`config.mk`:
```
export PLATFORM = sky130hd
export DESIGN_NAME = etx_emesh_arbiter
export DESIGN_NICKNAME = d
export VERILOG_FILES = /design/src/rtl/etx_emesh_arbiter.sv
export SDC_FILE = /design/constraint.sdc
export NUM_CORES = 1
export LEC_CHECK = 0
export ABC_AREA = 1
export CAP_MARGIN = 25
export CORE_MARGIN = 5
export CORE_UTILIZATION = 39
export CTS_CLUSTER_SIZE = 8
export DETAILED_ROUTE_END_ITERATION = 10
export PLACE_DENSITY_LB_ADDON = 0.2
export SLEW_MARGIN = 15
export SYNTH_ARGS = -nofsm -noshare
export SYNTH_HDL_FRONTEND = slang
export SYNTH_SLANG_ARGS = --single-unit
```
`constraint.sdc`:
```
create_clock -name txo_lclk -period 4.3 [get_ports txo_lclk]
set_input_delay 0.43 -clock txo_lclk [delete_from_list [all_inputs] [get_ports txo_lclk]]
set_output_delay 0.43 -clock txo_lclk [all_outputs]
set_load 0.01 [all_outputs]
```
`src/rtl/etx_emesh_arbiter.sv`:
```
// rtl/etx_emesh_arbiter.sv - two-requester eMesh transmit arbiter with registered output stage
// Optional: ETX_ARB_FIXED_PRIO_EN selects strict A-over-B priority instead of round-robin burst hold.
module etx_emesh_arbiter #(
    parameter int MAX_BURST = 16,
    parameter int CNT_W     = 5
) (
    input  logic        txo_lclk,
    input  logic        reset,
    input  logic        a_emesh_access,
    input  logic        a_emesh_write,
    input  logic [1:0]  a_emesh_datamode,
    input  logic [3:0]  a_emesh_ctrlmode,
    input  logic [31:0] a_emesh_dstaddr,
    input  logic [31:0] a_emesh_srcaddr,
    input  logic [31:0] a_emesh_data,
    output logic        a_emesh_wait,
    input  logic        b_emesh_access,
    input  logic        b_emesh_write,
    input  logic [1:0]  b_emesh_datamode,
    input  logic [3:0]  b_emesh_ctrlmode,
    input  logic [31:0] b_emesh_dstaddr,
    input  logic [31:0] b_emesh_srcaddr,
    input  logic [31:0] b_emesh_data,
    output logic        b_emesh_wait,
    output logic        txo_emesh_access,
    output logic        txo_emesh_write,
    output logic [1:0]  txo_emesh_datamode,
    output logic [3:0]  txo_emesh_ctrlmode,
    output logic [31:0] txo_emesh_dstaddr,
    output logic [31:0] txo_emesh_srcaddr,
    output logic [31:0] txo_emesh_data,
    input  logic        txo_emesh_wait,
    output logic        grant_a,
    output logic        grant_b
);

    typedef enum logic [1:0] {
        IDLE  = 2'd0,
        OWN_A = 2'd1,
        OWN_B = 2'd2
    } state_t;

    state_t state;
    logic   load_en;
    logic   sel_a;
    logic   sel_b;

    // Output stage can take a new transaction when empty or draining this cycle.
    assign load_en = ~(txo_emesh_access & txo_emesh_wait);

`ifdef ETX_ARB_FIXED_PRIO_EN
    assign sel_a = a_emesh_access;
    assign sel_b = b_emesh_access & ~a_emesh_access;
`else
    localparam logic [CNT_W-1:0] MAX_CNT = CNT_W'(MAX_BURST);

    logic [CNT_W-1:0] burst_cnt;
    logic             rr_b;
    logic             under_limit;
    logic             keep_a;
    logic             keep_b;

    assign under_limit = burst_cnt < MAX_CNT;
    assign keep_a = (state == OWN_A) & a_emesh_access & (under_limit | ~b_emesh_access);
    assign keep_b = (state == OWN_B) & b_emesh_access & (under_limit | ~a_emesh_access);

    always_comb begin
        sel_a = 1'b0;
        sel_b = 1'b0;
        if (keep_a) begin
            sel_a = 1'b1;
        end else if (keep_b) begin
            sel_b = 1'b1;
        end else if (a_emesh_access & b_emesh_access) begin
            sel_a = ~rr_b;
            sel_b = rr_b;
        end else begin
            sel_a = a_emesh_access;
            sel_b = b_emesh_access;
        end
    end

    // A full burst with an idle peer wraps the count so the owner keeps streaming.
    always_ff @(posedge txo_lclk or posedge reset) begin
        if (reset) begin
            burst_cnt <= '0;
            rr_b      <= 1'b0;
        end else if (load_en) begin
            if (sel_a | sel_b) begin
                if ((sel_a & (state == OWN_A)) | (sel_b & (state == OWN_B))) begin
                    burst_cnt <= (burst_cnt >= MAX_CNT) ? CNT_W'(1) : burst_cnt + 1'b1;
                end else begin
                    burst_cnt <= CNT_W'(1);
                    rr_b      <= sel_a;
                end
            end else begin
                burst_cnt <= '0;
            end
        end
    end
`endif

    assign a_emesh_wait = ~load_en | ~sel_a;
    assign b_emesh_wait = ~load_en | ~sel_b;

    always_ff @(posedge txo_lclk or posedge reset) begin
        if (reset) begin
            state   <= IDLE;
            grant_a <= 1'b0;
            grant_b <= 1'b0;
        end else if (load_en) begin
            if (sel_a) begin
                state   <= OWN_A;
                grant_a <= 1'b1;
                grant_b <= 1'b0;
            end else if (sel_b) begin
                state   <= OWN_B;
                grant_a <= 1'b0;
                grant_b <= 1'b1;
            end else begin
                state   <= IDLE;
                grant_a <= 1'b0;
                grant_b <= 1'b0;
            end
        end
    end

    always_ff @(posedge txo_lclk or posedge reset) begin
        if (reset) begin
            txo_emesh_access   <= 1'b0;
            txo_emesh_write    <= 1'b0;
            txo_emesh_datamode <= 2'd0;
            txo_emesh_ctrlmode <= 4'd0;
            txo_emesh_dstaddr  <= 32'd0;
            txo_emesh_srcaddr  <= 32'd0;
            txo_emesh_data     <= 32'd0;
        end else if (load_en) begin
            if (sel_a | sel_b) begin
                txo_emesh_access   <= 1'b1;
                txo_emesh_write    <= sel_a ? a_emesh_write    : b_emesh_write;
                txo_emesh_datamode <= sel_a ? a_emesh_datamode : b_emesh_datamode;
                txo_emesh_ctrlmode <= sel_a ? a_emesh_ctrlmode : b_emesh_ctrlmode;
                txo_emesh_dstaddr  <= sel_a ? a_emesh_dstaddr  : b_emesh_dstaddr;
                txo_emesh_srcaddr  <= sel_a ? a_emesh_srcaddr  : b_emesh_srcaddr;
                txo_emesh_data     <= sel_a ? a_emesh_data     : b_emesh_data;
            end else begin
                txo_emesh_access   <= 1'b0;
            end
        end
    end

endmodule

```
## Word-level counts from Yosys, hierarchy flattened

Index checks and enable logic that the tools add are counted.
Widths: inputs -> output; s select.

- Register bits: 114
- Input port bits: 211
- Output and inout bits: 108
- Word-level logic and storage cells: 61

- Add/sub/neg operators: 1
- Magnitude comparators: 2
- Eq/ne operators: 2
- Muxes and demuxes: 21
- Bitwise logic cells: 21
- Reductions and logical operators: 2

Operators by type and width:

| kind | count |
|---|---|
| $mux 32 | 3 |
| $mux 5 | 3 |
| $mux 1 | 11 |
| $and 1x1->1 | 8 |
| $not 1->1 | 7 |
| $mux 2 | 3 |
| $or 1x1->1 | 6 |
| $add 5x1->5 const B | 1 |
| $ge 5x5->1 const B | 1 |
| $lt 5x5->1 const B | 1 |
| $mux 4 | 1 |
| $reduce_and 3->1 | 1 |
| $eq 2x1->1 const B | 1 |
| $eq 2x2->1 const B | 1 |
| $reduce_and 2->1 | 1 |

## Depth between registers and ports, before layout

Gate-level depths: netlist of the first run.

- Depth after elaboration: 9
- Depth in mapped cells: 11
- Mapped depth without buffers: 8

## Least setup slack after synthesis of the first run

Ideal clock, no wire load.

- Path type: register -> output
- From: register grant_b (netlist name)
- To: output a_emesh_wait
- Data arrival time: 1.253 ns
- Path slack: 2.617 ns
- Stages on the path, launching flop included: 7
- Path through: dfrtp_1 nor2_2 nand3_1 nand2_1 buf_2 buf_2 nand2_1

RTL lines:

| what | line | source |
|---|---|---|
| end: declaration | 16 | `output logic a_emesh_wait,` |

## Worst setup path in the final report of the first run

- From: input b_emesh_access
- To: register txo_emesh_srcaddr[20]

- Longest elaborated chain between the ends: 6
- Elaborated cells on any way between the ends: 15
- Classes of those cells: mux: 7; bitwise: 7; reduce/logical: 1

Ends and longest elaborated chain:

| what | line | source |
|---|---|---|
| start: declaration | 17 | `input logic b_emesh_access,` |
| $and 1x1->1, or another cell as far along | 74 | `end else if (a_emesh_access & b_emesh_access) begin` |
| $mux 1, or another cell as far along | 74 |  |
| $mux 1 or $and 1x1->1 (tied branches) | 72, 64 |  |
| $mux 1 | 70 | `if (keep_a) begin` |
| $or 1x1->1 | 138 | `if (sel_a \| sel_b) begin` |
| $reduce_and 2->1 (no source line) | - |  |
| end signal: assignment | 144 | `txo_emesh_srcaddr <= sel_a ? a_emesh_srcaddr : b_emesh_srcaddr;` |
| end: declaration | 30 | `output logic [31:0] txo_emesh_srcaddr,` |

Several ways; a longest one is shown, not always the timed one.
A chain may end at the register's enable or synchronous reset.

==> results of run 1 <==
[worst max-delay path, stage by stage]
cell and delay, ns:
clkdlybuf4s50_1 0.54, nand4_2 0.14, nand3_1 0.13, nand2_4 0.25
clkinv_2 0.31, buf_4 0.83, o211ai_1 0.25, nand2_1 0.12
[flip-flops by register name, indices dropped and copies added (netlist names)]
signal              count
txo_emesh_datamode      2
txo_emesh_dstaddr      32
burst_cnt               5
rr_b                    1
grant_b                 1
txo_emesh_access        1
state                   1
txo_emesh_write         1
txo_emesh_srcaddr      32
txo_emesh_data         32
txo_emesh_ctrlmode      4
[path summary, 6_finish.rpt]
| check | start | end | slack (ns) | depth (start not counted) |
|---|---|---|---|---|
| hold reg to reg | txo_emesh_dstaddr[19] | txo_emesh_dstaddr[19] | 0.48 | 2 |
| max in group asynchronous | reset | txo_emesh_dstaddr[4] | 2.96 | 3 |
| hold / removal | txo_emesh_dstaddr[19] | txo_emesh_dstaddr[19] | 0.48 | 2 |
| min in group asynchronous | reset | txo_emesh_data[8] | 0.54 | 2 |
| setup reg to reg | burst_cnt[4] | txo_emesh_srcaddr[20] | 1.60 | 8 |
| setup / recovery | b_emesh_access | txo_emesh_srcaddr[20] | 1.50 | 8 |
[metrics by stage]
| step | instance area, um^2 | util | setup WS [ns] | cells |
|---|---|---|---|---|
| 3_3_place_gp | 8960 | 0.619 | 1.13 | 1192 |
| 3_5_place_dp | 8960 | 0.619 | 1.11 | 1192 |
| 2_1_floorplan | 5740 | - | 0.911 | 732 |
| 6_report | 9300 | 0.642 | 1.50 | 1207 |
| 4_1_cts | 9300 | 0.642 | 1.50 | 1207 |
| 5_1_grt | 9300 | 0.642 | 1.31 | 1207 |
[metal layers]
metal | GRT usage | wire length (um) | vias up
met5 | 0 | 0 | -
met4 | 0.0697 | 376 | 0
met1 | 0.264 | 7820 | 2520
met2 | 0.340 | 8790 | 234
met3 | 0.0669 | 1680 | 20
li1 | - | - | 2865
[area by class of cell]
cell class | count | area (um^2) | area share
inverter | 111 | 420 | 0.0452
sequential | 112 | 2800 | 0.301
clock inverter | 2 | 60.1 | 0.00646
timing repair buffer | 322 | 3240 | 0.348
tap | 184 | 230 | 0.0248
multi-input combinational | 463 | 2270 | 0.244
clock buffer | 13 | 280 | 0.0301
[cells by family (layout without fill, tap and decap cells)]
family                     count (synthesis)  count (layout)  share of synthesized area
AOI/OAI and AO/OA                        107             107                      0.149
xor gates and xnor gates                   2               2                    0.00305
adders and majority gates                  2               2                    0.00436
buffers and inverters                    157             448                      0.119
DFF                                      112             112                      0.488
and+or+nand+nor                          352             352                      0.237
[report_power, final]
| group | leakage (nW) | switching (mW) | internal (mW) |
|---|---|---|---|
| Clock | 0.168 | 0.369 | 0.572 |
| Combinational | 2.99 | 1.16 | 1.20 |
| Sequential | 1.35 | 0.256 | 1.48 |
[synth_stat cells]
cell type,number,area share
nand2_1,329,0.22
dfrtp_1,112,0.49
inv_1,109,0.071
o211ai_1,91,0.12
buf_2,35,0.031
nand3_1,12,0.010
o211ai_2,12,0.026
buf_6,6,0.012
clkbuf_1,4,0.0026
nand2_2,4,0.0044
nor2_1,4,0.0026
ha_1,2,0.0044
inv_2,2,0.0013
o21ai_0,2,0.0017
a21oi_1,1,0.00087
buf_4,1,0.0013
nand4_1,1,0.0011
nand4_2,1,0.0022
nor2_2,1,0.0011
o21ai_1,1,0.00087
xnor2_1,1,0.0015
xor2_1,1,0.0015
[placed cells by master, fill, tap and decap left out, drive strengths merged]
| master | n |
|---|---|
| nor2 | 5 |
| clkinv | 1 |
| xor2 | 1 |
| inv | 110 |
| xnor2 | 1 |
| clkdlybuf4s50 | 318 |
| dfrtp | 112 |
| o211ai | 103 |
| bufinv | 2 |
| buf | 4 |
| o21ai | 3 |
| nand2 | 333 |
| nand4 | 2 |
| ha | 2 |
| a21oi | 1 |
| nand3 | 12 |
| clkbuf | 13 |
==> flow_metrics.py, run 1 <==
metrics = {
    "power": {
        "p_leak_nw": 4.51,
        "ir_drop_uv": 263,
        "p_total_mw": 5.05,
        "pwr_density_cell_nw_per_um2": 543,
    },
    "grt": {
        "grt_max_degree": 209,
        "grt_pass1_wl_mm": 29.2,
        "grt_pass1_vias": 5377,
        "overflow": 0,
        "grtUsageTotal": 0.209,
        "antenna_found_initial": 0,
    },
    "floorplanning": {
        "start_util": 0.396,
        "dieWidth_um": 131,
        "core-area_um2": 14500,
        "dieArea_um2": 17200,
        "ioPinCount": 319,
        "rows": 44,
        "dieHeight_um": 131,
    },
    "clocking": {
        "cts_tree": "done",
        "clkTransAtPathRegs_ns": 0.07,
        "clock_path_buffers": 2,
        "clock_latency_ns": 0.34,
        "postCtsHoldBufs": 0,
        "root_buffer": "clkbuf_16",
        "cts_setup_buffers": 0,
        "cts_sinks": 112,
        "cts.repair.resized": 0,
        "h-tree-depth": 3,
        "cts_buffers": 9,
    },
    "placement": {
        "hpwl_mm": 13.6,
        "port_buffers": 318,
        "place.gp.congestion": 0.824,
    },
    "critical_path": {
        "path_class": "input pin to register",
        "path_max_fanout": 93,
        "start_kind": "input pin",
        "end_kind": "register",
        "cp.required_ns": 4.58,
        "critPathArrivalTime_ns": 3.08,
    },
    "yosys": {
        "syn_inst": 732,
        "ys_warn_count": 0,
        "synth_cell_type_count": 22,
        "syn_nets": 945,
        "syn-cell-area_um2": 5740,
        "ys_seq_area_frac": 0.488,
        "synth.avg_cell_area_um2": 7.84,
        "ys_seq_elements": 112,
    },
    "timing": {
        "grt_setup_unrepaired": "no",
        "final-hold-violation-count": 0,
        "tns_ns": 0,
        "final_max_slew_viol_count": 0,
        "max_freq_mhz": 357,
        "fin_hold_ws_ns": 0.478,
        "fin_skew_ns": 0.00720,
        "period_minus_slack_ns": 2.80,
        "relSlewSlack": 0.306,
        "worst_pin_slew_ns": 1.04,
        "fin_crit_sh": 0.652,
        "setup_viol": 0,
    },
    "min_path": {
        "hold_class": "register to register",
    },
    "routing": {
        "drt_drc_violations_left": 0,
        "wl_per_cell_um": 15.5,
        "routed_wl_mm": 18.7,
        "drtAntennaViolNets": 0,
        "via_per_inst": 4.67,
        "detail_route.iter0.violations": 341,
        "vias": 5639,
        "dr.pass1.iters": 5,
    },
    "final_layout": {
        "finalNetCount": 1232,
        "fillerInstances": 1250,
        "diodes": 0,
        "syn2layout_area_growth_pct": 62.0,
        "drive_above_1_share": 0.0401,
    },
    "run_status": {
        "status": "finished clean",
    },
    "job": {
        "cap_viol_max_count": 0,
    },
}
No activity file was read; power rests on OpenSTA's default activity.
==> inputs of run 2 (changes only) <==
- clock period: 4.3 -> 2.8 ns (I/O delays scaled with it)
==> flow_metrics.py, run 2 (synthesis results as in run 1) <==
metrics = {
    "min_path": {
        "hold_class": "input pin to async pin",
    },
    "grt": {
        "overflow": 0,
        "grt-busiest-layer": "met2",
        "grtUsageMet1": 0.266,
        "grt_pass1_vias": 5301,
        "grt_max_degree": 135,
        "grt_pass1_wl_mm": 29.0,
        "use_met3": 0.0646,
        "grt_util_met2": 0.335,
        "grtUsageTotal": 0.207,
        "antenna_found_initial": 0,
    },
    "critical_path": {
        "crit_start": "burst_cnt[4]",
        "r2r_slack_ns": 0.97,
        "path_class": "register to primary output",
        "path_max_fanout": 8,
        "critPathArrivalTime_ns": 1.87,
        "cp.required_ns": 2.52,
        "r2r_cells": 7,
        "r2r_end": "txo_emesh_data[27]",
        "r2r_start": "grant_b",
        "start_kind": "register",
        "end_kind": "primary output",
        "critPathCapture": "a_emesh_wait",
    },
    "timing": {
        "relSlewSlack": 0.618,
        "period_minus_slack_ns": 2.15,
        "final_max_slew_viol_count": 0,
        "max_freq_mhz": 466,
        "final-hold-violation-count": 0,
        "fin_skew_ns": 0.0113,
        "grt_setup_unrepaired": "no",
        "setup_viol": 0,
        "worst_pin_slew_ns": 0.574,
        "fin_crit_sh": 0.766,
        "tns_ns": 0,
    },
    "power": {
        "ir_drop_uv": 343,
        "pwr_density_cell_nw_per_um2": 818,
        "p_leak_nw": 4.52,
    },
    "floorplanning": {
        "dieWidth_um": 131,
        "dieHeight_um": 131,
        "ioPinCount": 319,
        "rows": 44,
        "start_util": 0.396,
        "core-area_um2": 14500,
        "dieArea_um2": 17200,
    },
    "routing": {
        "drt_drc_violations_left": 0,
        "dr.pass1.iters": 4,
        "detail_route.iter0.violations": 283,
        "routed_wl_mm": 18.3,
        "wl_per_cell_um": 15.1,
        "via_per_inst": 4.67,
        "vias": 5663,
        "drtAntennaViolNets": 0,
    },
    "final_layout": {
        "fillerInstances": 1260,
        "syn2layout_area_growth_pct": 62.7,
        "top_regs": "txo_emesh_data: 32 flops, txo_emesh_dstaddr: 32 flops, txo_emesh_srcaddr: 32 flops",
        "diodes": 0,
        "final_common_cell": "nand2_1",
        "final_core_util": 0.645,
        "drive_above_1_share": 0.0428,
        "finalNetCount": 1236,
        "mostFrequentLayoutCells": "328 x nand2_1, 318 x clkdlybuf4s50_1, 112 x dfrtp_1",
    },
    "job": {
        "cap_viol_max_count": 0,
    },
    "clocking": {
        "h-tree-depth": 3,
        "cts.repair.resized": 0,
        "cts_setup_buffers": 0,
        "clock_latency_ns": 0.34,
        "clock_path_buffers": 2,
        "cts_sinks": 112,
        "root_buffer": "clkbuf_16",
        "cts_tree": "done",
        "postCtsHoldBufs": 0,
        "clkTransAtPathRegs_ns": 0.07,
        "cts_buffers": 9,
    },
    "placement": {
        "hpwl_mm": 13.7,
        "place.gp.congestion": 0.836,
        "port_buffers": 318,
    },
    "run_status": {
        "status": "finished clean",
    },
}
## run 2: cell types whose count changed in the layout (fill, tap and decap cells not counted), sizes merged
| cell | before | now |
|---|---|---|
| bufinv | 2 | 1 |
| clkinv | 1 | 3 |
| buf | 4 | 8 |
| inv | 110 | 109 |
| clkinvlp | 0 | 1 |
## run 2: stage by stage
step	std cells	hold WS [ns]	power (mW)	cell area, um^2	setup WS [ns]
finish	1212	0.262	7.64	9340	0.654
global route	1212	0.292	8.17	9340	0.549
CTS	1212	0.260	7.75	9340	0.640
detailed placement	1196	0.465	6.41	9040	0.692
global placement	1196	0.460	6.36	9040	0.726
floorplan	732	0.429	4.37	5740	1.16
## run 2: area by class of cell
class	instances	area, um^2	share of cell area
Clock buffer	13	260	0.0279
Clock inverter	3	40.0	0.00429
Inverter	111	422	0.0451
Multi-Input combinational cell	463	2270	0.243
Sequential cell	112	2800	0.300
Tap cell	184	230	0.0246
Timing Repair Buffer	326	3320	0.355
## run 2: worst max-delay path: stages (launching register included)
cell and delay, ns:
dfrtp_1 0.48, nand2_2 0.12, nand4_2 0.09, nand2_1 0.12
nand2_4 0.08, nand2_1 0.08, clkdlybuf4s50_1 0.55
## run 2: power by group
| part | switching (mW) | internal (mW) |
|---|---|---|
| sequential | 0.377 | 2.28 |
| combinational | 1.79 | 1.89 |
| clock | 0.563 | 0.742 |
| total | 2.73 | 4.91 |
## run 2: how the worst min path moves through the flow
stage | startpoint | to | slack (ns) | cells past startpoint
finish | reset | txo_emesh_data[25] | 0.26 | 2
global route | reset | txo_emesh_data[25] | 0.29 | 2
CTS | reset | txo_emesh_data[25] | 0.26 | 2
detailed placement | txo_emesh_data[21] | txo_emesh_data[21] | 0.46 | 2
global placement | txo_emesh_dstaddr[30] | txo_emesh_dstaddr[30] | 0.46 | 2
floorplan | b_emesh_ctrlmode[0] | txo_emesh_ctrlmode[0] | 0.43 | 2
## run 2: metal layers
layer / wire [um] / vias up
li1: - / 2882
met1: 7930 / 2527
met2: 8390 / 233
met3: 1610 / 21
met4: 343 / 0
met5: 0 / -
